===== src/rtl/upe_serial_sub64.sv =====
// Serial subtractor: Out = A - B (or -B) as A + ~B + 1, one SLICE_W-bit slice per cycle,
// least-significant slice first, with a registered carry between slices.
module upe_serial_sub64 #(
    parameter int WIDTH   = 64,
    parameter int SLICE_W = 16
) (
    input  logic             clk,
    input  logic             rst_n,
    input  logic             in_valid,
    output logic             in_ready,
    input  logic             negate_only,
    input  logic [WIDTH-1:0] A,
    input  logic [WIDTH-1:0] B,
    output logic             out_valid,
    input  logic             out_ready,
    output logic [WIDTH-1:0] Out,
    output logic             borrow,
    output logic             overflow
);

    localparam int NSLICE = WIDTH / SLICE_W;
    localparam int IDX_W  = (NSLICE > 1) ? $clog2(NSLICE) : 1;
    localparam logic [IDX_W-1:0] IDX_LAST = IDX_W'(NSLICE - 1);

    typedef enum logic [1:0] {
        ST_IDLE = 2'd0,
        ST_RUN  = 2'd1,
        ST_DONE = 2'd2
    } state_t;

    state_t             state_q, state_d;
    logic [WIDTH-1:0]   opa_q, opa_d;
    logic [WIDTH-1:0]   opb_n_q, opb_n_d;
    logic [WIDTH-1:0]   res_q, res_d;
    logic [WIDTH-1:0]   out_q, out_d;
    logic [IDX_W-1:0]   idx_q, idx_d;
    logic               carry_q, carry_d;
    logic               sign_a_q, sign_a_d;
    logic               sign_b_q, sign_b_d;
    logic               borrow_q, borrow_d;
    logic               overflow_q, overflow_d;
    logic               out_valid_q, out_valid_d;

    logic               in_ready_s;
    logic               load_s;
    logic [SLICE_W-1:0] slice_a_s;
    logic [SLICE_W-1:0] slice_b_s;
    logic [SLICE_W:0]   sum_s;

    // Next-state and datapath: one slice add per RUN cycle, operand load on accept
    always_comb begin
        state_d     = state_q;
        opa_d       = opa_q;
        opb_n_d     = opb_n_q;
        res_d       = res_q;
        out_d       = out_q;
        idx_d       = idx_q;
        carry_d     = carry_q;
        sign_a_d    = sign_a_q;
        sign_b_d    = sign_b_q;
        borrow_d    = borrow_q;
        overflow_d  = overflow_q;
        out_valid_d = out_valid_q;

        // Held low during reset so no output reads as ready while the block is cleared
        in_ready_s = rst_n && ((state_q == ST_IDLE) || ((state_q == ST_DONE) && out_ready));
        load_s     = in_valid && in_ready_s;

        slice_a_s = opa_q[idx_q*SLICE_W +: SLICE_W];
        slice_b_s = opb_n_q[idx_q*SLICE_W +: SLICE_W];
        sum_s     = {1'b0, slice_a_s} + {1'b0, slice_b_s} + {{SLICE_W{1'b0}}, carry_q};

        case (state_q)
            ST_IDLE: begin
                out_valid_d = 1'b0;
            end
            ST_RUN: begin
                res_d[idx_q*SLICE_W +: SLICE_W] = sum_s[SLICE_W-1:0];
                carry_d = sum_s[SLICE_W];
                idx_d   = idx_q + IDX_W'(1);
                if (idx_q == IDX_LAST) begin
                    state_d     = ST_DONE;
                    out_d       = res_d;
                    borrow_d    = ~sum_s[SLICE_W];
                    overflow_d  = (sign_a_q != sign_b_q) && (res_d[WIDTH-1] != sign_a_q);
                    out_valid_d = 1'b1;
                end else begin
                    state_d     = ST_RUN;
                end
            end
            ST_DONE: begin
                if (out_ready && !in_valid) begin
                    state_d     = ST_IDLE;
                    out_valid_d = 1'b0;
                end else begin
                    state_d     = ST_DONE;
                end
            end
            default: begin
                state_d     = ST_IDLE;
                out_valid_d = 1'b0;
            end
        endcase

        // Accept overrides the case above; in DONE this is the same-edge consume-and-accept
        if (load_s) begin
            state_d     = ST_RUN;
            opa_d       = negate_only ? {WIDTH{1'b0}} : A;
            opb_n_d     = ~B;
            sign_a_d    = negate_only ? 1'b0 : A[WIDTH-1];
            sign_b_d    = B[WIDTH-1];
            carry_d     = 1'b1;
            idx_d       = {IDX_W{1'b0}};
            out_valid_d = 1'b0;
        end else begin
            opa_d       = opa_d;
        end
    end

    // State and result registers
    always_ff @(posedge clk or negedge rst_n) begin
        if (!rst_n) begin
            state_q     <= ST_IDLE;
            opa_q       <= {WIDTH{1'b0}};
            opb_n_q     <= {WIDTH{1'b0}};
            res_q       <= {WIDTH{1'b0}};
            out_q       <= {WIDTH{1'b0}};
            idx_q       <= {IDX_W{1'b0}};
            carry_q     <= 1'b0;
            sign_a_q    <= 1'b0;
            sign_b_q    <= 1'b0;
            borrow_q    <= 1'b0;
            overflow_q  <= 1'b0;
            out_valid_q <= 1'b0;
        end else begin
            state_q     <= state_d;
            opa_q       <= opa_d;
            opb_n_q     <= opb_n_d;
            res_q       <= res_d;
            out_q       <= out_d;
            idx_q       <= idx_d;
            carry_q     <= carry_d;
            sign_a_q    <= sign_a_d;
            sign_b_q    <= sign_b_d;
            borrow_q    <= borrow_d;
            overflow_q  <= overflow_d;
            out_valid_q <= out_valid_d;
        end
    end

    assign in_ready  = in_ready_s;
    assign out_valid = out_valid_q;
    assign Out       = out_q;
    assign borrow    = borrow_q;
    assign overflow  = overflow_q;

endmodule

===== config.mk =====
export PLATFORM = sky130hd
export DESIGN_NAME = upe_serial_sub64
export DESIGN_NICKNAME = d
export VERILOG_FILES = /design/src/rtl/upe_serial_sub64.sv
export SDC_FILE = /design/constraint.sdc
export NUM_CORES = 1
export LEC_CHECK = 0
export CORE_MARGIN = 8
export CORE_UTILIZATION = 30
export DETAILED_ROUTE_END_ITERATION = 6
export HOLD_SLACK_MARGIN = 0.05
export MAX_ROUTING_LAYER = met4
export PLACE_DENSITY = 0.62
export SYNTH_ARGS = -nofsm -noshare
export SYNTH_HDL_FRONTEND = slang
export SYNTH_SLANG_ARGS = --single-unit

===== constraint.sdc =====
create_clock -name clk -period 3.45 [get_ports clk]
set_input_delay 0.345 -clock clk [delete_from_list [all_inputs] [get_ports clk]]
set_output_delay 0.345 -clock clk [all_outputs]
set_load 0.03 [all_outputs]

==> flow_summary_export.csv <==
group,metric,value,unit
outcome,outcome,"complete, no violations",
sta,skew,0.0266,ns
sta,hold_viol,0,
layout,final_core_util,39.9,%
route,drt-total-wl,36200,microns
floorplanning,pin_count,201,
clock_tree,htree_levels,1,
route,antenna_left,0,
grt,grt-ovfl-total,0,
run,max_cap_viol_count,0,
floorplanning,dieArea,0.0474,sq mm
grt,antenna_found_initial,1,
power,switching_share,43.6,%
floorplanning,core_region_area,0.0406,sq mm
route,wl_per_cell,18.6,microns
setup_path,path_max_fanout,6,
route,routed_via_density,4.97,
logic_synthesis,syn_nets,1355,
setup_path,worst-r2r-cell-count,10,
logic_synthesis,synth-seq-cells,265,
power,p_leak,7.06,nW
sta,relSlewSlack,28.0,%
layout,nets,1552,
clock_tree,clk_pin_slew,0.06,ns
route,vias,9681,
setup_path,cp.required,3.87,ns
route,firstDrtPassIters,5,
layout,design_area,0.0162,sq mm
floorplanning,die_y,218,microns
sta,max_freq,299,MHz
logic_synthesis,avgSynthCellArea,10.2,sq um
grt,track_usage,15.4,%
setup_path,crit_arrival,3.76,ns
layout,syn_to_final_growth,32.5,%
power,combPwrFrac,53.9,%
grt,grt_start_max_net_pins,172,
logic_synthesis,syn_area,0.0122,sq mm
clock_tree,tritoncts,"done",
power,seqPwrFrac,28.8,%
sta,worstMarginPinSlew,1.07,ns
place,placed_area,0.0150,sq mm
place,placed_cells,1886,
layout,drive_above_1_share,12.3,%
floorplanning,dieWidth,218,microns
floorplanning,start_util,30.1,%
clock_tree,clock_sinks,265,
place,place_congestion,0.855,
setup_path,r2r_slack,0.11,ns
place,post-dp-hpwl,26700,microns
logic_synthesis,synthFlopType,"dfrtp_1",
clock_tree,cts_made_buffers,29,
logic_synthesis,yosysSeqAreaShare,54.3,%
sta,rsz0062_at_grt,"yes",
floorplanning,num_rows,74,
grt,grt_pass1_wl,57200,microns
power,clkPwrFrac,17.3,%
layout,final_cells,1947,
sta,hold_ws,0.218,ns
worst_hold_path,min_path_type,"input pin to async pin",
sta,min_period_over_period,96.9,%
sta,setup-violations-final,0,
power,p_switching,8.06,mW
power,power_density,1140,mW/mm^2
clock_tree,root_buffer,"clkbuf_16",
sta,slew_violations,0,
setup_path,cp-end-kind,"register",
clock_tree,cts_buffer_depth,3,
clock_tree,clk_latency,0.55,ns
logic_synthesis,netlist_instances,1195,
setup_path,crit_type,"register to register",
power,vdd_ir_drop_max,0.551,mV
route,drc,0,
setup_path,worstSetupStartpointType,"register",
grt,grt_pass1_vias,9786,
logic_synthesis,yosysWarnings,0,
logic_synthesis,synth_edf_count,0,
logic_synthesis,async_reset_ff_share,100,%
route,drt_iter0_drc,766,
place,io_buffers,200,
sta,min_period,3.34,ns
power,p_int,10.4,mW
logic_synthesis,ys_types,54,
==> flip-flops by register name, summed over array words and instances, names as in the netlist <==
name / count
Out: 64
opa_q: 64
opb_n_q: 64
res_q: 64
idx_q: 2
state_q: 2
borrow: 1
carry_q: 1
out_valid: 1
overflow: 1
sign_b_q: 1
==> per-stage QoR <==
step                      setup TNS [ns]  power [mW]  worst slack, ns
after global routing              -0.480        19.7          -0.0765
after floorplan                        0        10.9           0.0665
after global placement                 0        14.6           0.0727
after CTS                              0        18.1           0.0188
after detailed placement               0        14.8           0.0123
final                                  0        18.5            0.107
==> synthesized netlist by cell type, drive strengths merged, types with 5 or more instances <==
library cell	count	area, sq um
a21o	5	37.5
xnor2	9	78.8
nand2	205	769
dfrtp	265	6630
mux4	32	721
a21oi	32	160
a221oi	40	350
a32oi	7	61.3
a22o	29	257
and3	16	100
and2	10	65.1
inv	20	75.1
buf	15	72.6
o21ai	200	1000
nor2	89	334
o211ai	7	57.6
nand2b	66	413
ha	25	313
clkbuf	71	268
==> timing repair <==
item | 4_1_cts | 5_1_grt
setup buffers | 0 | 6
pin swaps | 0 | 7
hold buffers | 1 | 0
setup endpoints to repair | 14 | 50
gates resized for setup | 3 | 28
endpoints found under the hold margin | 11 | 0
==> layout by cell type (no fill, tap or decap), types with 7 or more instances in the layout <==
master,count
a21oi_1,30
inv_1,20
clkbuf_8,8
mux4_2,32
clkbuf_16,29
and3_1,16
nand2_1,203
o21ai_0,192
dfrtp_1,263
nand2b_1,66
clkinv_2,7
buf_4,45
a221oi_1,39
nor2_1,88
a22o_1,27
clkdlybuf4s50_1,199
o21ai_1,8
ha_1,23
==> critical path: stages, from the launching register on <==
cell and delay [ns]:
dfrtp_2 0.47, buf_4 0.22, mux4_2 0.56, ha_1 0.39, o21ai_1 0.18, nor2b_2 0.22
a211oi_2 0.08, buf_4 0.15, or3_2 0.48, and2_1 0.23, a22o_1 0.22
==> power groups by stage <==
| stage | sequential [mW] | combinational [mW] | clock, mW |
|---|---|---|---|
| floorplan | 5.77 | 5.12 | 0 |
| detailed placement | 5.36 | 9.43 | 0 |
| CTS | 5.32 | 9.53 | 3.25 |
| global placement | 5.32 | 9.26 | 0 |
| finish | 5.32 | 9.95 | 3.20 |
| global route | 5.48 | 10.8 | 3.40 |
==> path summary, 6_finish.rpt <==
| path | start | end |
|---|---|---|
| worst max-delay path | idx_q[0] | res_q[25] |
| worst min-delay path | rst_n | res_q[60] |
| worst max register to register | idx_q[0] | res_q[25] |
| max in group asynchronous | rst_n | Out[5] |
| worst min register to register | res_q[62] | res_q[62] |
| min in group clk | A[59] | opa_q[59] |
==> per-layer routing <==
layer / wire length [microns] / track usage, %
met5: 0 / -
met4: 489 / 2.51
met3: 2330 / 3.16
met2: 15800 / 22.6
met1: 17600 / 22.2
==> area by class of cell <==
class | count | area, sq um
diodes | 1 | 2.50
clock buffers | 39 | 843
clock inverters | 14 | 158
fillers | 3986 | 24400
inverters | 20 | 75.1
multi-input cells | 824 | 5350
flip-flops and latches | 265 | 6630
well taps | 532 | 666
repair buffers | 252 | 2460
==> cells by family (layout without fill, tap and decap cells) <==
group,count (synthesis),count (layout),synth area share (%)
xor+xnor,13,13,0.932
flops,265,265,54.3
fa+ha+maj,27,27,2.89
mux,37,37,6.33
compound gates,336,336,16.9
buf+inv,106,325,3.40
other cells,0,1,0
simple gates,411,411,15.2
Note: power is estimated with default switching activity, not from simulation.
